==> src/rtl/pattern_tx.sv <==
// Serial pattern transmitter: shifts a captured pattern out MSB first, optionally
// repeating it, and counts overlapping "101" runs in the transmitted stream.
module pattern_tx #(
  parameter int WIDTH = 8
) (
  input  logic             clk,
  input  logic             rst_n,
  input  logic             start,
  input  logic [WIDTH-1:0] data,
  input  logic [3:0]       len,
  input  logic             loop,
  input  logic             stop,
  output logic             x,
  output logic             valid,
  output logic             busy,
  output logic             done,
  output logic [7:0]       hits
);

  typedef enum logic [1:0] {S_IDLE, S_SHIFT, S_DONE} state_t;

  state_t           r_state;
  logic [WIDTH-1:0] r_pat;
  logic [WIDTH-1:0] r_shift;
  logic [3:0]       r_len;
  logic [3:0]       r_cnt;
  logic             r_loop;
  logic             r_stop_pend;
  logic [1:0]       r_hist;
  logic             r_x;
  logic             r_valid;
  logic             r_busy;
  logic             r_done;
  logic [7:0]       r_hits;

  logic [3:0]       w_len_eff;
  logic             w_more;
  logic             w_stop_eff;
  logic             w_reload;
  logic [WIDTH-1:0] w_src;
  logic             w_bit;
  logic             w_hit;

  assign w_len_eff  = (len == 4'd0 || len > 4'(WIDTH)) ? 4'(WIDTH) : len;
  // r_cnt holds the bits still to send after the one currently on x.
  assign w_more     = (r_cnt != 4'd0);
  assign w_stop_eff = r_stop_pend | stop;
  assign w_reload   = !w_more && r_loop && !w_stop_eff;
  assign w_src      = w_more ? r_shift : r_pat;
  assign w_bit      = w_src[WIDTH-1];
  assign w_hit      = (r_hist == 2'b10) && w_bit;

  always_ff @(posedge clk or negedge rst_n) begin
    if (!rst_n) begin
      r_state     <= S_IDLE;
      r_pat       <= '0;
      r_shift     <= '0;
      r_len       <= '0;
      r_cnt       <= '0;
      r_loop      <= 1'b0;
      r_stop_pend <= 1'b0;
      r_hist      <= 2'b00;
      r_x         <= 1'b0;
      r_valid     <= 1'b0;
      r_busy      <= 1'b0;
      r_done      <= 1'b0;
      r_hits      <= 8'd0;
    end else begin
      case (r_state)
        S_IDLE: begin
          r_done <= 1'b0;
          if (start) begin
            r_pat       <= data;
            r_shift     <= data << 1;
            r_len       <= w_len_eff;
            r_cnt       <= w_len_eff - 4'd1;
            r_loop      <= loop;
            r_stop_pend <= 1'b0;
            r_hist      <= {1'b0, data[WIDTH-1]};
            r_hits      <= 8'd0;
            r_x         <= data[WIDTH-1];
            r_valid     <= 1'b1;
            r_busy      <= 1'b1;
            r_state     <= S_SHIFT;
          end
        end
        S_SHIFT: begin
          if (w_more || w_reload) begin
            r_x         <= w_bit;
            r_shift     <= w_src << 1;
            r_cnt       <= w_more ? r_cnt - 4'd1 : r_len - 4'd1;
            r_hist      <= {r_hist[0], w_bit};
            r_stop_pend <= w_stop_eff;
            if (w_hit && r_hits != 8'hFF)
              r_hits <= r_hits + 8'd1;
          end else begin
            r_x         <= 1'b0;
            r_valid     <= 1'b0;
            r_busy      <= 1'b0;
            r_done      <= 1'b1;
            r_stop_pend <= 1'b0;
            r_state     <= S_DONE;
          end
        end
        S_DONE: begin
          r_done  <= 1'b0;
          r_state <= S_IDLE;
        end
        default: r_state <= S_IDLE;
      endcase
    end
  end

  assign x     = r_x;
  assign valid = r_valid;
  assign busy  = r_busy;
  assign done  = r_done;
  assign hits  = r_hits;

endmodule
==> config.mk <==
export PLATFORM = sky130hd
export DESIGN_NAME = pattern_tx
export DESIGN_NICKNAME = d
export VERILOG_FILES = /design/src/rtl/pattern_tx.sv
export SDC_FILE = /design/constraint.sdc
export NUM_CORES = 1
export LEC_CHECK = 0
export ABC_AREA = 1
export CORE_UTILIZATION = 50
export DETAILED_ROUTE_END_ITERATION = 16
export HOLD_SLACK_MARGIN = 0.1
export PLACE_DENSITY_LB_ADDON = 0.2
export SLEW_MARGIN = 40
export SYNTH_ARGS = -nofsm -noshare
export SYNTH_HDL_FRONTEND = slang
export SYNTH_SLANG_ARGS = --single-unit
==> constraint.sdc <==
create_clock -name clk -period 4.7 [get_ports clk]
set_input_delay 0.94 -clock clk [delete_from_list [all_inputs] [get_ports clk]]
set_output_delay 0.94 -clock clk [all_outputs]
set_load 0.02 [all_outputs]
## After elaboration in Yosys (flattened, before gate mapping)

Index checks and enable logic that the tools add are counted.

- Register bits: 41
- Word-level logic and storage cells: 77
- Bits of input ports: 17
- Output and inout port bits: 12

- Bitwise operators: 1
- Reductions and logical operators: 21
- Add/subtract/negate cells: 4
- Muxes and demuxes: 30
- Equality and inequality tests: 8
- Order comparisons: 1

Operator list:

| cell | count |
|---|---|
| 8-bit 2-to-1 mux | 6 |
| 8-bit one-hot mux with 2 select lines | 2 |
| 4-bit 2-to-1 mux | 4 |
| 4-bit by 1-bit subtractor with 4-bit output (second input constant) | 3 |
| 8-bit by 1-bit adder with 8-bit output (second input constant) | 1 |
| 2-bit 2-to-1 mux | 4 |
| 2-bit inequality test (second input constant) | 4 |
| 8-bit inequality test (second input constant) | 1 |
| 1-bit one-hot mux with 2 select lines | 4 |
| 2-bit one-hot mux with 2 select lines | 2 |
| 4-bit one-hot mux with 2 select lines | 1 |
| 2-bit AND reduction | 4 |
| 1-bit 2-to-1 mux | 7 |
| 3-bit AND reduction | 2 |
| 2-bit == test (second input constant) | 2 |
| 4-bit > comparator (second input constant) | 1 |
| 1-bit logical AND | 4 |
| 4-bit logical NOT | 1 |
| 4-bit AND reduction | 1 |
| 2-bit nonzero test | 2 |
| 4-bit nonzero test | 1 |
| 2-bit by 1-bit == test with 1-bit output (second input constant) | 1 |
| 1-bit logical NOT | 2 |
| 2-bit logical NOT | 1 |
| other kinds (3) | 4 |

## Logic depth before layout (Yosys ltp)

Gate-level depths: netlist of run 1.

- Word-level depth: 7
- Mapped depth: 12
- Gate-level depth less buffers: 12

## Worst setup path before layout of run 1

Ideal clock, no wire load.

- Path kind: input port to flip-flop
- Start: input len[0]
- End: register r_cnt[2]
- Slack: 2,676 ps
- Data required time: 4,618 ps
- Cell stages on the path: 9
- Library setup time: 82 ps
- Buffers on the path: 0
- Arrival time: 1,942 ps
- Path through: nor2_1 nand2_1 nand2_1 nand3_1 nand2_1 nand2_1 ha_1 or2_1 a31oi_1

- Longest elaborated chain between the ends: 6
- Elaborated cells between the ends (all ways): 7
- Those cells by class: 1 x add/sub; 1 x order compare; 3 x mux; 2 x reduce/logical

RTL lines:

| what | line | text |
|---|---|---|
| start, declared | 10 | `input logic [3:0] len,` |
| 4-bit > comparator or 4-bit logical NOT (tied branches) | 44 | `assign w_len_eff = (len == 4'd0 \|\| len > 4'(WIDTH)) ? 4'(WIDTH) : len;` |
| 1-bit logical OR | 44 |  |
| 4-bit 2-to-1 mux * | 44 |  |
| 4-bit by 1-bit subtractor with 4-bit output * | 76 | `r_cnt <= w_len_eff - 4'd1;` |
| 4-bit 2-to-1 mux * | 72 | `if (start) begin` |
| 4-bit one-hot mux with 2 select lines * | 69 | `case (r_state)` |
| end signal, assigned | 76 |  |
| end signal, assigned | 91 | `r_cnt <= w_more ? r_cnt - 4'd1 : r_len - 4'd1;` |
| end, declared | 26 | `logic [3:0] r_cnt;` |

Every way passes the cells marked *; elsewhere a longest branch is shown, timed or not. The select of a mux whose other input is x is not followed.
A chain may end at the register's enable or synchronous reset.

## Worst setup path after layout of run 1

- Start: register r_hits[5], in the netlist hits[5]
- End: output hits[5]

RTL lines:

| what | line | text |
|---|---|---|
| start, declared | 34 | `logic [7:0] r_hits;` |
| start signal, assigned | 95 | `r_hits <= r_hits + 8'd1;` |
| end, declared | 17 | `output logic [7:0] hits` |

No word-level cell between the ends.

==> impl_metrics.ini, run 1 <==
[power]
peakVddDrop_uv = 339
power.density_nw_per_um2 = 649
p_leak_nw = 1.19

[timing]
fmax_mhz = 432
slew_headroom = 0.645
drv_slew = 0
period_minus_slack_ps = 2320
finalHoldViolations = 0
finalSetupViolCount = 0
clock_skew_ps = 1.64
finalSetupTns_ps = 0
fin_crit_sh = 0.493
rsz0062_at_grt = no
layout_setup_ws_ps = 2380
tightest_slew_ps = 530

[floorplanning]
io_pins = 29
start_util = 0.526
rows = 23
die_w_um = 67.3
die_h_um = 67.3
core_um2 = 4060
die-area_um2 = 4530

[placed_design]
portBuffers = 28
dpl.hpwl_um = 2820
gp_congestion = 0.778
dp_slack_ps = 2110

[critical_path]
r2r-start = r_state[0]
slowest_stage = clkdlybuf4s50_1
r2r_slack_ps = 2700
crit_family = buffers and inverters
worstReg2RegEnd = r_cnt[2]
cp.arrival_ps = 1380
crit_type = reg -> out
timing.critical_path.buf_inv = 1
startpoint_type = flip-flop
rr_worst_depth = 7
cp_slowest_stage_delay_ps = 640
cp_cell_sequence = clkdlybuf4s50_1
crit_path_end_kind = primary output
cp.required_ps = 3760
worstPathMaxFanout = 7

[worst_hold_path]
whs_endpoint = r_pat[2]
min-delay-start = r_pat[2]
min_path_cells = 2
worstHoldPathType = reg -> reg

[global_routing]
grt_pass1_vias = 1651
track_usage = 0.219
grt_pass1_wl_um = 7420
overflow = 0
antenna_found_initial = 0
grt_max_degree = 41

[clocking]
cts_hold_buf = 0
cts_tree = done
post_cts_buffers = 0
cts_num_sinks = 40
cts.path.max_buffers = 2
htreeDepth = 2
clk_pin_slew_ps = 70
cts-buffers-inserted = 5
clockRootBuffer = clkbuf_8
insertion_delay_ps = 280
cts_resized = 0

[logic_synthesis]
yosysMostFrequentCell = nand2_1
synth_edf_count = 0
synth_area_um2 = 2130
ys_top_cells_by_area = dfrtp_1 (47%), nand2_1 (14%), nor2_1 (5.1%), nand3_1 (4.2%), inv_1 (3.2%)
ys_top_cells_by_count = nand2_1 (80), dfrtp_1 (40), nor2_1 (29)
yosysTopAreaCell = dfrtp_1
synth_flop_cell = dfrtp_1
synth_top_area_share = 0.469
async_reset_ff_frac = 1.00
synthesis.nets = 285
synth_cell_types = 32
synth-seq-cells = 40
syn_avg_cell_area_um2 = 8.02
ys_seq_area_frac = 0.469
yosys_warnings = 0
postSynthCellCount = 266

[routing]
drt_iter0_markers = 82
vias = 1791
drc = 0
wl_per_cell_um = 12.3
antenna_left = 0
wl_um = 4220
dr.pass1.iters = 4
routed.top_layer = met4
wl_met3_um = 161
routed-wl-met2_um = 1920
wl_met1_um = 2090
vias_per_cell = 5.22

[run]
drv_cap = 0

[final_layout]
layout-drive-gt1-share = 0.109
nets = 312
diodes = 0
area_growth_pct = 17.0

[outcome]
status = finished, final reports clean
-- cells in the final DEF, fill, tap and decap left out, types with 3 or more instances in the layout --
cell and count:
nand2_4 3, nor2_1 29, nor2_4 4, a21oi_1 12, dfrtp_1 40, inv_2 4, o21ai_1 10, clkbuf_8 5
nand2_2 3, nand2_1 80, o21ai_0 12, nor2_2 3, inv_1 18, nand3_1 18, clkdlybuf4s50_1 27
-- how the worst max path moves through the flow --
stage | start | end | slack (ps) | depth (start not counted)
floorplan | len[0] | r_cnt[2] | 2680 | 9
global placement | len[0] | r_cnt[2] | 2170 | 10
detailed placement | len[0] | r_cnt[2] | 2110 | 10
CTS | hits[5] | hits[5] | 2370 | 1
global route | len[0] | r_cnt[2] | 2260 | 10
finish | hits[5] | hits[5] | 2380 | 1
-- per-stage QoR --
step | power (mW) | hold slack [ps] | cell area [µm²] | std cells | util
2_1_floorplan | 1.23 | 437 | 2130 | 266 | -
3_3_place_gp | 1.39 | 451 | 2420 | 336 | 0.595
3_5_place_dp | 1.41 | 455 | 2420 | 336 | 0.596
4_1_cts | 1.63 | 473 | 2500 | 343 | 0.615
5_1_grt | 1.78 | 489 | 2500 | 343 | 0.615
6_report | 1.62 | 470 | 2500 | 343 | 0.615
-- power by group --
part	internal, mW	switching, mW	leakage [nW]
registers	0.490	0.0948	0.499
logic	0.295	0.527	0.652
clock network	0.101	0.112	0.0410
total	0.887	0.734	1.19
-- layer usage --
layer	global-route usage	up-vias
met5	0	-
met4	0.0585	0
met3	0.0625	6
met2	0.339	34
met1	0.301	851
li1	-	900
-- state kept, by name, indices dropped and copies added (netlist names) --
| name | cells |
|---|---|
| hits | 8 |
| r_pat | 8 |
| r_shift | 7 |
| r_cnt | 4 |
| r_len | 4 |
| r_hist | 2 |
| r_state | 2 |
| busy | 1 |
| done | 1 |
| r_loop | 1 |
| r_stop_pend | 1 |
| x | 1 |
-- final cells by class --
cell class | count | area (µm²)
fill | 361 | 1560
clock inverter | 1 | 5.00
tap | 50 | 62.6
timing repair buffer | 28 | 278
inverter | 24 | 95.1
clock buffer | 6 | 72.6
sequential | 40 | 1000
multi-input combinational | 194 | 982
-- cell families after synthesis --
logic type      Yosys count  share of synthesized area
xor+xnor                  4                     0.0164
flops                    40                      0.469
fa+ha+maj                 2                     0.0117
buf+inv                  32                     0.0704
compound gates           40                      0.106
simple gates            148                      0.326
Power figures use the tool's default switching activity.
==> inputs of run 2 (changes only) <==
- clock period: 4.7 -> 2.2 ns (I/O delays scaled with it)
==> impl_metrics.ini, run 2 (synthesis gave the netlist of run 1 again) <==
[routing]
dr.pass1.iters = 4
wl_um = 4330
wl_per_cell_um = 12.4
antenna_left = 0
drc = 0
vias = 1756
vias_per_cell = 5.05
drt_iter0_markers = 83

[run]
drv_cap = 0

[placed_design]
gp_congestion = 0.797
dpl.hpwl_um = 2900
portBuffers = 28

[clocking]
cts_hold_buf = 0
clk_pin_slew_ps = 70
htreeDepth = 2
cts_resized = 0
clockRootBuffer = clkbuf_8
cts-buffers-inserted = 5
cts.path.max_buffers = 2
post_cts_buffers = 0
insertion_delay_ps = 300
cts_tree = done
cts_num_sinks = 40

[critical_path]
crit_type = reg -> out
cp_cell_sequence = clkdlybuf4s50_1
cp.required_ps = 1760
timing.critical_path.buf_inv = 1
cp_slowest_stage_delay_ps = 650
crit_path_end_kind = primary output
slowest_stage = clkdlybuf4s50_1
cp.arrival_ps = 1400
worstPathMaxFanout = 7
crit_family = buffers and inverters
startpoint_type = flip-flop

[floorplanning]
die_w_um = 67.3
die-area_um2 = 4530
io_pins = 29
core_um2 = 4060
rows = 23
start_util = 0.526
die_h_um = 67.3

[global_routing]
grt_pass1_wl_um = 7420
overflow = 0
track_usage = 0.227
antenna_found_initial = 0
grt_pass1_vias = 1612
grt_max_degree = 41

[timing]
clock_skew_ps = 2.22
fmax_mhz = 542
fin_crit_sh = 0.838
finalSetupViolCount = 0
tightest_slew_ps = 511
drv_slew = 0
rsz0062_at_grt = no
finalSetupTns_ps = 0
slew_headroom = 0.659
finalHoldViolations = 0
period_minus_slack_ps = 1840

[power]
peakVddDrop_uv = 617
p_leak_nw = 1.22
power.density_nw_per_um2 = 1400

[final_layout]
area_growth_pct = 18.9
nets = 316
fin_util = 0.625
diodes = 0
final_common_cell = nand2_1
layout_common_cells = nand2_1 (80), dfrtp_1 (40), nor2_1 (29)
layout-drive-gt1-share = 0.121

[outcome]
status = finished, final reports clean

[worst_hold_path]
worstHoldPathType = in -> async
==> run 2: cell count changes in the layout (fill, tap and decap cells not counted), sizes merged <==
cell    previous run  this run
clkbuf             6         8
clkinv             1         0
buf                1         5
==> run 2: cell type report <==
cell class	instances	area, µm²
tap	50	62.6
fill	374	1520
sequential	40	1000
timing repair buffer	32	305
inverter	24	95.1
clock buffer	8	90.1
multi-input combinational	194	982
==> run 2: routing by layer <==
metal | track usage | part of all wire | wire length (µm)
met5 | 0 | 0 | 0
met4 | 0.0957 | 0.019 | 82
met3 | 0.0557 | 0.059 | 254
met2 | 0.351 | 0.45 | 1940
met1 | 0.301 | 0.47 | 2050
==> run 2: path summary, 6_finish.rpt <==
kind | from | end | slack [ps] | cells past startpoint
min in group clk | r_pat[4] | r_pat[4] | 470 | 2
setup reg to reg | r_cnt[1] | r_shift[2] | 480 | 9
hold / removal | rst_n | r_stop_pend | 190 | 2
max in group asynchronous | rst_n | r_pat[5] | 1650 | 2
hold reg to reg | r_pat[4] | r_pat[4] | 470 | 2
setup / recovery | hits[5] | hits[5] | 360 | 1
==> run 2: power by group <==
group	total [mW]	leakage (nW)	internal [mW]	switching, mW
sequential	1.25	0.499	1.05	0.202
combinational	1.79	0.670	0.660	1.13
clock	0.508	0.0455	0.256	0.252
total	3.55	1.22	1.96	1.58
==> run 2: per-stage QoR <==
| step | power, mW | cells | setup slack [ps] | cell area [µm²] | hold slack [ps] |
|---|---|---|---|---|---|
| global route | 3.88 | 348 | 272 | 2540 | 248 |
| detailed placement | 3.05 | 340 | 132 | 2450 | 456 |
| finish | 3.55 | 348 | 355 | 2540 | 188 |
| floorplan | 2.62 | 266 | 565 | 2130 | 144 |
| CTS | 3.58 | 348 | 334 | 2540 | 206 |
| global placement | 3.00 | 340 | 179 | 2450 | 451 |
==> inputs of run 3 (changes only) <==
- CORE_UTILIZATION: 50 -> 49
- clock period: 2.2 -> 1.5 ns (I/O delays scaled with it)
==> impl_metrics.ini, run 3 (synthesis gave the netlist of run 1 again) <==
[floorplanning]
start_util = 0.522
die_h_um = 68.0
rows = 23
io_pins = 29
die-area_um2 = 4620
core_um2 = 4090
die_w_um = 68.0

[timing]
finalHoldViolations = 0
period_minus_slack_ps = 1560
fin_crit_sh = 1.04
clock_skew_ps = 5.08
finalSetupViolCount = 11
rsz0062_at_grt = yes
finalSetupTns_ps = -209
tightest_slew_ps = 309
slew_headroom = 0.794
drv_slew = 0
layout_setup_ws_ps = -62.6
fmax_mhz = 640

[global_routing]
overflow = 0
grtUsageMet1 = 0.305
track_usage = 0.231
grt_pass1_vias = 1809
grt-busiest-layer = met2
grt_use_met3 = 0.0383
antenna_found_initial = 0
grtUsageMet2 = 0.376
grt_max_degree = 41
grt_pass1_wl_um = 7910

[clocking]
cts.path.max_buffers = 2
clk_pin_slew_ps = 70
insertion_delay_ps = 290
cts_tree = done
htreeDepth = 2
cts-buffers-inserted = 5
clockRootBuffer = clkbuf_8
cts_num_sinks = 40

[critical_path]
worstPathMaxFanout = 5
crit_type = reg -> reg
rr_worst_depth = 9
startpoint_type = flip-flop
crit_path_end_kind = flip-flop
cp.arrival_ps = 1760
cp.required_ps = 1700

[power]
power.density_nw_per_um2 = 2060
power_mw = 6.24
p_leak_nw = 1.51
peakVddDrop_uv = 1150

[routing]
antenna_left = 0
dr.pass1.iters = 4
vias = 2015
drc = 0
wl_um = 5140
wl_per_cell_um = 13.1
drt_iter0_markers = 89
vias_per_cell = 5.14

[placed_design]
post_dp_cell_area_um2 = 2680
gp_congestion = 0.877
dp_slack_ps = -354
portBuffers = 28
dpl.hpwl_um = 3260

[final_layout]
diodes = 0
layout-drive-gt1-share = 0.292
area_growth_pct = 41.9
nets = 360
layout_common_cells = nand2_1 (72), dfrtp_1 (39), buf_4 (39)
final_common_cell = nand2_1
post-route-cell-area_um2 = 3030

[worst_hold_path]
worstHoldPathType = in -> reg
min_path_cells = 5

[run]
drv_cap = 0

[outcome]
violations = negative setup slack
status = complete, but fails checks
## run 3: changes by cell type in the layout (fill, tap and decap cells not counted), moves of 4 or more
cell             before  now
nor2_4                4    9
nand2_1              80   72
buf_6                 0    4
clkdlybuf4s50_1      27   12
dlygate4sd2_1         0   14
nand2_2               3    9
buf_4                 4   39
inv_1                18   14
## run 3: metrics by stage
stage                     hold WS (ps)  cells  utilization
after global routing               501    392        0.741
after global placement             290    366        0.656
after CTS                          472    380        0.689
final                              458    392        0.741
after detailed placement           286    366        0.656
after floorplan                   4.41    266            -
## run 3: critical path, stage by stage (launching register included)
cell	delay [ps]
dfrtp_1	410
nor2_4	150
nand2_4	130
inv_8	80
nand2_2	40
nand3_2	60
nand2_2	70
ha_4	160
or2_1	200
a31oi_1	170
## run 3: final timing paths
kind                                    end  startpoint  slack (ps)
worst max-delay path               r_cnt[2]    r_cnt[1]         -60
worst min-delay path               r_len[3]      len[2]         460
worst min register to register     r_pat[3]    r_pat[3]         470
worst max register to register     r_cnt[2]    r_cnt[1]         -60
max in group asynchronous           hits[0]       rst_n         790
min in group asynchronous       r_stop_pend       rst_n         500
## run 3: final cells by class
cell class | count | area [µm²]
Multi-Input combinational cell | 196 | 1130
Fill cell | 303 | 1060
Sequential cell | 40 | 1000
Timing Repair Buffer | 74 | 648
Inverter | 24 | 108
Clock buffer | 7 | 76.3
Tap cell | 50 | 62.6
Clock inverter | 1 | 5.00
## run 3: what timing repair did
action                                 CTS  global route
resized for setup                       21            30
pin swaps                                7            17
endpoints found under the hold margin   40             0
setup buffers                            4            11
setup endpoints to repair               25            36
hold buffers                             1             0
gates cloned                             1             1
## run 3: power breakdown
group	leakage (nW)	total [mW]	internal (mW)	switching, mW
clock	0.0422	0.694	0.327	0.368
sequential	0.498	1.85	1.54	0.308
combinational	0.972	3.70	1.63	2.07
## run 3: per-layer routing
metal	vias up	wire (µm)
li1	1008	-
met3	11	199
met1	952	2360
met2	44	2460
met4	0	122
met5	-	0
